**src/rtl/regfile_pkg.sv**
```systemverilog
// rtl/regfile_pkg.sv - shared defaults and constants for the multi-port register file
package regfile_pkg;

    localparam int XLEN_DEF  = 32;
    localparam int NREGS_DEF = 32;
    localparam int AW_DEF    = $clog2(NREGS_DEF);
    localparam int ZERO_REG  = 0;

endpackage

```
**src/rtl/regfile_mp_if.sv**
```systemverilog
// rtl/regfile_mp_if.sv - read, write and issue signal bundle of the register file
interface regfile_mp_if
    import regfile_pkg::*;
#(
    parameter int XLEN = XLEN_DEF,
    parameter int AW   = AW_DEF,
    parameter int NRD  = 2,
    parameter int NWR  = 1
);

    logic [NRD*AW-1:0]   raddr;
    logic [NRD*XLEN-1:0] rdata;
    logic [NRD-1:0]      rbusy;
    logic [NWR-1:0]      we;
    logic [NWR*AW-1:0]   waddr;
    logic [NWR*XLEN-1:0] wdata;
    logic                issue_vld;
    logic [AW-1:0]       issue_rd;
    logic                issue_waw;

    modport master (
        output raddr, we, waddr, wdata, issue_vld, issue_rd,
        input  rdata, rbusy, issue_waw
    );

    modport slave (
        input  raddr, we, waddr, wdata, issue_vld, issue_rd,
        output rdata, rbusy, issue_waw
    );

endinterface

```
**src/rtl/regfile_scoreboard.sv**
```systemverilog
// rtl/regfile_scoreboard.sv - per-register busy bits tracking in-flight destinations
module regfile_scoreboard
    import regfile_pkg::*;
#(
    parameter int NREGS  = NREGS_DEF,
    parameter int NRD    = 2,
    parameter int NWR    = 1,
    parameter int BYPASS = 1,
    localparam int AW    = $clog2(NREGS)
) (
    input  logic              clk,
    input  logic              rst_n,
    input  logic [NRD*AW-1:0] raddr,
    input  logic [NWR-1:0]    we,
    input  logic [NWR*AW-1:0] waddr,
    input  logic              issue_vld,
    input  logic [AW-1:0]     issue_rd,
    output logic [NRD-1:0]    rbusy,
    output logic              issue_waw
);

    logic [NREGS-1:0] busy;
    logic [NREGS-1:0] set_vec;
    logic [NREGS-1:0] clr_vec;

    always_comb begin
        set_vec = '0;
        clr_vec = '0;
        if (issue_vld && issue_rd != AW'(ZERO_REG))
            set_vec[issue_rd] = 1'b1;
        for (int j = 0; j < NWR; j++)
            if (we[j] && waddr[j*AW +: AW] != AW'(ZERO_REG))
                clr_vec[waddr[j*AW +: AW]] = 1'b1;
    end

    // Set is ORed in after the clear: a fresh issue supersedes the retiring producer.
    always_ff @(posedge clk or negedge rst_n) begin
        if (!rst_n)
            busy <= '0;
        else
            busy <= (busy & ~clr_vec) | set_vec;
    end

    assign issue_waw = set_vec[issue_rd] & busy[issue_rd];

    always_comb begin
        rbusy = '0;
        for (int i = 0; i < NRD; i++) begin
            rbusy[i] = busy[raddr[i*AW +: AW]];
            if (BYPASS != 0 && clr_vec[raddr[i*AW +: AW]] && !set_vec[raddr[i*AW +: AW]])
                rbusy[i] = 1'b0;
        end
    end

endmodule

```
**src/rtl/regfile_mp.sv**
```systemverilog
// rtl/regfile_mp.sv - parametrised multi-port register file with bypass and busy scoreboard
module regfile_mp
    import regfile_pkg::*;
#(
    parameter int XLEN      = XLEN_DEF,
    parameter int NREGS     = NREGS_DEF,
    parameter int NRD       = 2,
    parameter int NWR       = 1,
    parameter int BYPASS    = 1,
    parameter int SYNC_READ = 0
) (
    input  logic        clk,
    input  logic        rst_n,
    regfile_mp_if.slave bus
);

    localparam int AW = $clog2(NREGS);

    logic [XLEN-1:0]     regs [NREGS];
    logic [NRD*XLEN-1:0] rsel;
    logic [NRD-1:0]      busy_sel;

    // Later ports are assigned last, so the highest enabled port wins an address clash.
    always_ff @(posedge clk or negedge rst_n) begin
        if (!rst_n) begin
            for (int r = 0; r < NREGS; r++)
                regs[r] <= '0;
        end else begin
            for (int j = 0; j < NWR; j++)
                if (bus.we[j] && bus.waddr[j*AW +: AW] != AW'(ZERO_REG))
                    regs[bus.waddr[j*AW +: AW]] <= bus.wdata[j*XLEN +: XLEN];
        end
    end

    always_comb begin
        rsel = '0;
        for (int i = 0; i < NRD; i++) begin
            rsel[i*XLEN +: XLEN] = regs[bus.raddr[i*AW +: AW]];
            if (BYPASS != 0) begin
                for (int j = 0; j < NWR; j++)
                    if (bus.we[j] && bus.raddr[i*AW +: AW] != AW'(ZERO_REG)
                        && bus.waddr[j*AW +: AW] == bus.raddr[i*AW +: AW])
                        rsel[i*XLEN +: XLEN] = bus.wdata[j*XLEN +: XLEN];
            end
        end
    end

    regfile_scoreboard #(
        .NREGS  (NREGS),
        .NRD    (NRD),
        .NWR    (NWR),
        .BYPASS (BYPASS)
    ) u_scoreboard (
        .clk       (clk),
        .rst_n     (rst_n),
        .raddr     (bus.raddr),
        .we        (bus.we),
        .waddr     (bus.waddr),
        .issue_vld (bus.issue_vld),
        .issue_rd  (bus.issue_rd),
        .rbusy     (busy_sel),
        .issue_waw (bus.issue_waw)
    );

    generate
        if (SYNC_READ != 0) begin : g_sync_read
            logic [NRD*XLEN-1:0] rdata_q;
            logic [NRD-1:0]      rbusy_q;

            always_ff @(posedge clk or negedge rst_n) begin
                if (!rst_n) begin
                    rdata_q <= '0;
                    rbusy_q <= '0;
                end else begin
                    rdata_q <= rsel;
                    rbusy_q <= busy_sel;
                end
            end

            assign bus.rdata = rdata_q;
            assign bus.rbusy = rbusy_q;
        end else begin : g_comb_read
            assign bus.rdata = rsel;
            assign bus.rbusy = busy_sel;
        end
    endgenerate

endmodule

```
**src/flat_wrapper.sv**
```systemverilog
// flat-port wrapper written by rule: the top's interface ports become plain ports
module regfile_mp_flat import regfile_pkg::*;
#(
    parameter int XLEN      = XLEN_DEF,
    parameter int NREGS     = NREGS_DEF,
    parameter int NRD       = 2,
    parameter int NWR       = 1,
    parameter int BYPASS    = 1,
    parameter int SYNC_READ = 0
)
  (clk, rst_n, bus_raddr, bus_we, bus_waddr, bus_wdata, bus_issue_vld, bus_issue_rd, bus_rdata, bus_rbusy, bus_issue_waw);
  regfile_mp_if #(.XLEN(XLEN), .AW(5), .NRD(NRD), .NWR(NWR)) bus_i ();
  input  logic clk;
  input  logic rst_n;
  input wire logic [$bits(bus_i.raddr)-1:0] bus_raddr;
  input wire logic [$bits(bus_i.we)-1:0] bus_we;
  input wire logic [$bits(bus_i.waddr)-1:0] bus_waddr;
  input wire logic [$bits(bus_i.wdata)-1:0] bus_wdata;
  input wire logic [$bits(bus_i.issue_vld)-1:0] bus_issue_vld;
  input wire logic [$bits(bus_i.issue_rd)-1:0] bus_issue_rd;
  output wire logic [$bits(bus_i.rdata)-1:0] bus_rdata;
  output wire logic [$bits(bus_i.rbusy)-1:0] bus_rbusy;
  output wire logic [$bits(bus_i.issue_waw)-1:0] bus_issue_waw;
  assign bus_i.raddr = bus_raddr;
  assign bus_i.we = bus_we;
  assign bus_i.waddr = bus_waddr;
  assign bus_i.wdata = bus_wdata;
  assign bus_i.issue_vld = bus_issue_vld;
  assign bus_i.issue_rd = bus_issue_rd;
  assign bus_rdata = bus_i.rdata;
  assign bus_rbusy = bus_i.rbusy;
  assign bus_issue_waw = bus_i.issue_waw;
  regfile_mp #(.XLEN(XLEN), .NREGS(NREGS), .NRD(NRD), .NWR(NWR), .BYPASS(BYPASS), .SYNC_READ(SYNC_READ)) u_core (.clk(clk), .rst_n(rst_n), .bus(bus_i));
endmodule
```
**config.mk**
```make
export PLATFORM = sky130hd
export DESIGN_NAME = regfile_mp_flat
export DESIGN_NICKNAME = d
export VERILOG_FILES = /design/src/rtl/regfile_pkg.sv /design/src/rtl/regfile_mp_if.sv /design/src/rtl/regfile_scoreboard.sv /design/src/rtl/regfile_mp.sv /design/src/flat_wrapper.sv
export SDC_FILE = /design/constraint.sdc
export NUM_CORES = 2
export LEC_CHECK = 0
export CAP_MARGIN = 20
export CELL_PAD_IN_SITES_DETAIL_PLACEMENT = 1
export CELL_PAD_IN_SITES_GLOBAL_PLACEMENT = 1
export CORE_ASPECT_RATIO = 0.8
export CORE_MARGIN = 2
export CORE_UTILIZATION = 58
export DETAILED_ROUTE_END_ITERATION = 6
export PLACE_DENSITY = 0.95
export SLEW_MARGIN = 10
export SYNTH_ARGS = -nofsm -noshare
export SYNTH_HDL_FRONTEND = slang
export SYNTH_HIERARCHICAL = 1
export SYNTH_SLANG_ARGS = --single-unit
```
**constraint.sdc**
```tcl
create_clock -name clk -period 3.49 [get_ports clk]
set_input_delay 0.349 -clock clk [delete_from_list [all_inputs] [get_ports clk]]
set_output_delay 0.349 -clock clk [all_outputs]
set_load 0.02 [all_outputs]
```
======== Word level (Yosys, flattened, before mapping) ========
Index checks and enable logic that the tools add are counted.
word-level totals
  register bits ........................... 1056
  bits of input ports ..................... 56
  output and inout port bits .............. 67
  word-level logic and storage cells ...... 104
cells by class
  $lt $le $gt $ge ......................... 10
  equal/unequal tests ..................... 2
  multiplexer cells ....................... 35
  bitwise operators ....................... 7
  reductions and logical operators ........ 17
operators by type and width
  kind                                                                    count
  1024-bit bitwise mux                                                    1
  32-bit binary-select mux with 5-bit select                              2
  32-bit two-way mux                                                      9
  32-bit demux with 5-bit select                                          1
  1-bit binary-select mux with 5-bit select                               8
  32-bit bitwise AND                                                      1
  32-bit NOT                                                              1
  32-bit bitwise OR                                                       1
  5-bit by 6-bit < comparator with 1-bit output (second input constant)   4
  5-bit nonzero test                                                      4
  6-bit >= comparator (second input constant)                             3
  5-bit NOT with 6-bit output                                             3
  1-bit two-way mux                                                       12
  1-bit logical AND                                                       11
  1-bit demux with 5-bit select                                           2
  5-bit == test                                                           2
  5-bit by 1-bit >= comparator with 1-bit output (second input constant)  2
  6-bit by 1-bit < comparator with 1-bit output (second input constant)   1
  1-bit logical NOT                                                       2
  1-bit bitwise AND                                                       1

======== Depth between registers and ports, before layout ========
  word-level depth ........................ 10
  mapped depth ............................ 9
  depth with buffers taken out ............ 5

======== By module ========
The synthesis kept the hierarchy.
by module, submodules not included
  module              instances  cells each  area each (µm²)
  regfile_mp          1          3651        55040.3
  regfile_scoreboard  1          284         2783.9

======== Least setup slack after synthesis ========
Ideal clock, no wire load.
  path kind ............................... input to output
  start ................................... input port bus_raddr[6]
  end ..................................... output port bus_rdata[52]
  arrival ................................. 2.061 ns
  required time ........................... 3.141 ns
  path slack .............................. 1.080 ns
  stages on the path ...................... 8
  path buffers ............................ 3
  cell sequence ........................... buf_4 > buf_6 > nor4_1 > nor3_1 > o211ai_2 > buf_2 > nor2_1 > a311oi_1
between the ends
  cells in the longest elaborated chain, start to end .. 5
  elaborated cells between the ends (all ways) .. 9
RTL lines
  item                                                   RTL line            text
  from (decl)                                            flat_wrapper.sv:15  input wire logic [$bits(bus_i.raddr)-1:0] bus_raddr;
  5-bit NOT with 6-bit output (not written as such)      regfile_mp.sv:38    rsel[i*XLEN +: XLEN] = regs[bus.raddr[i*AW +: AW]];
  32-bit binary-select mux with 5-bit select             regfile_mp.sv:38
  32-bit two-way mux (not written as such) (2 in a row)  regfile_mp.sv:38
  32-bit two-way mux (*)                                 regfile_mp.sv:41    if (bus.we[j] && bus.raddr[i*AW +: AW] != AW'(ZERO_REG)
  to (decl)                                              flat_wrapper.sv:21  output wire logic [$bits(bus_i.rdata)-1:0] bus_rdata;
Mark *: on every way between the ends. The rest lies on a longest branch, timed or not. The select of a mux whose other input is x is not followed.

======== Worst setup path after layout ========
  start ................................... input port bus_raddr[7]
  end ..................................... output port bus_rdata[35]
Same word-level chain as after synthesis.

==> run metrics <==
layout cells sized above 1 52.3%; post-route minimum period 3.57 ns; Root Driver clkbuf_16; post-layout util 67.1%; Multi-input gate area 29,600 um2; Worst-Skew Late Latency 0.74 ns; Crit path largest cell delay 0.75 ns; worst-margin pin slew 1.04 ns; Bufs and invs on worst path 5; Post-Syn Area 57,800 um2; DRC 22; status finished with violations; antenna violations before repair 19; Die Y 286 um; Most used DFF post-synth dfrtp_1; period utilization 102%; core area 98,700 um2; final wirelength 255 mm; synth unique cells 73; fin nets 4,099; Vias/cell 8.41; Top-Level Pins 123; sequential share of the synthesized area 45.7%; CTS Buf Count 105; failing checks design-rule violations, negative setup slack; fillers 8,482; crit path launch type primary input; Setup TNS Final -0.182 ns; die area 102,000 um2; critical path peak fanout 31; TritonCTS clock tree done; flops & latches, synth 1,056; net count after synthesis 3,991; hold slack 0.230 ns; most frequent cells in the layout 1,056 x dfrtp_1, 962 x mux2_2, 533 x mux4_2, 269 x buf_4, 127 x nor2b_1; Leak Pwr 28.2 nW; most common cell after layout, fill and taps aside dfrtp_1; post-route insts no fill 5,449; dominant cells by area after synthesis dfrtp_1 46%, mux4_2 21%, mux2_2 19%, a211oi_1 1.6%, clkbuf_1 1.5%; DR WL/cell 46.8 um; Power Dens Cells 600 nW/um2; Post-Place Cell Area 62,300 um2; final instance area 66,200 um2; first drt pass iteration count 7; Data arrival, critical path 3.22 ns; Initial Utilization 58.6%; Longest Clk Path Bufs 3; CP delay by family, top buffers and inverters; number of DRC markers after the initial detailed-route iteration 7,439; Area Growth Syn to Fin 14.5%; Hold Path Class primary input to asynchronous set/reset pin; gr ovfl total 0; # rows 103; Worst VDD drop 446 uV; post-synthesis async set-or-reset flop share 100%; global-route wire length before repair 370 mm; CP endpoint kind output port; CP dominant cell by count buf_4; IO Port Bufs 122; Slew Limit Fails 0; final hold viol count 0; Slew Limit Headroom 30.3%; cell count after synthesis 3,935; top cell type's share of synthesized area 45.7%; worst path required time 3.14 ns; Post-Place Worst Slack -0.0140 ns; placer congestion estimate 0.916; largest net degree at the start of global routing 100; R2R depth 1; DP Cell Count 5,246; Crit path depth 9; register area 26,400 um2; CP max-delay cell a21oi_1; Detailed Place HPWL 144 mm; fmax 0.280 GHz; post-route setup slack -0.0803 ns; Avg Cell Area, Syn 14.7 um2; crit-path cells buf_8, buf_12, buf_4, buf_4, mux4_2, mux2i_1, a21oi_1, o221a_2, buf_4; Setup Skew 0 ns; Yosys warning total 6; EDFF count, synth 0; Vias 45.8k; Setup-failing EPs final 5; Reg clk slew, reported paths 0.06 ns; MaxCap Viol Count 0; total power 39.8 mW; gr usage total 50.7%; htree depth 3; chip width 357 um; TritonCTS Sinks 1,056; post-synth top area cell dfrtp_1; Routed Antenna Nets 0; vias in the first global route 50.3k; Crit Path Category primary input to output port
[power breakdown]
group / switching (mW) / total [mW] / internal (mW) / leakage (nW)
registers: 2.73 / 17.3 / 14.6 / 13.5
logic: 4.56 / 9.52 / 4.96 / 12.8
clock network: 5.59 / 12.9 / 7.35 / 1.85
total: 12.9 / 39.8 / 26.9 / 28.2
[cell type report]
cell class	count	area share, %
diodes	4	0.0151
repair buffers	458	7.23
well taps	1312	2.48
clock buffers	156	4.68
clock inverters	41	0.990
flip-flops and latches	1056	39.9
inverters	8	0.0510
multi-input cells	2414	44.6
[worst paths after layout]
| kind | slack [ns] | startpoint | endpoint |
|---|---|---|---|
| worst max-delay path | -0.08 | bus_raddr[7] | bus_rdata[35] |
| worst min-delay path | 0.23 | rst_n | u_core/regs[768]$_DFFE_PN0P_ |
| worst max register to register | 2.47 | u_core/regs[387]$_DFFE_PN0P_ | u_core/regs[387]$_DFFE_PN0P_ |
| worst min register to register | 0.40 | u_core/regs[1009]$_DFFE_PN0P_ | u_core/regs[1009]$_DFFE_PN0P_ |
| max in group asynchronous | 2.11 | rst_n | u_core/regs[686]$_DFFE_PN0P_ |
| min in group clk | 0.40 | u_core/regs[1009]$_DFFE_PN0P_ | u_core/regs[1009]$_DFFE_PN0P_ |
[synthesized netlist by cell type (32+ instances only)]
cell type	n
buf_4	32
nor2b_1	128
a211oi_1	121
o22ai_1	61
dfrtp_1	1056
clkbuf_1	233
mux4_2	533
o21ai_0	127
o221a_2	47
buf_2	153
nand2_1	56
mux2i_1	76
mux2_2	962
a21oi_1	69
[sequential cells by signal, summed over array words and instances, names as in the netlist]
register and flops:
u_core/regs 1024, u_core/u_scoreboard/busy 32
[what timing repair did]
item                                    CTS  global route
hold buffers                              1             0
setup buffers                             1             0
gates resized for setup                  41            32
hold endpoints to repair                 54             0
pin swaps                                 2             0
endpoints found under the setup margin   30            22
[routing by layer]
metal	routed length, um	GRT usage, %
met1	80200	57.5
met2	115000	76.2
met3	33000	19.5
met4	27000	42.4
met5	189	0
[cell families after synthesis]
logic type                synth area share (%)
xor gates and xnor gates                 0.329
and+or+nand+nor                           3.14
muxes                                     41.3
buffers and inverters                     3.80
DFF                                       45.7
AOI/OAI and AO/OA                         5.73
Note: power is estimated with default switching activity, not from simulation.
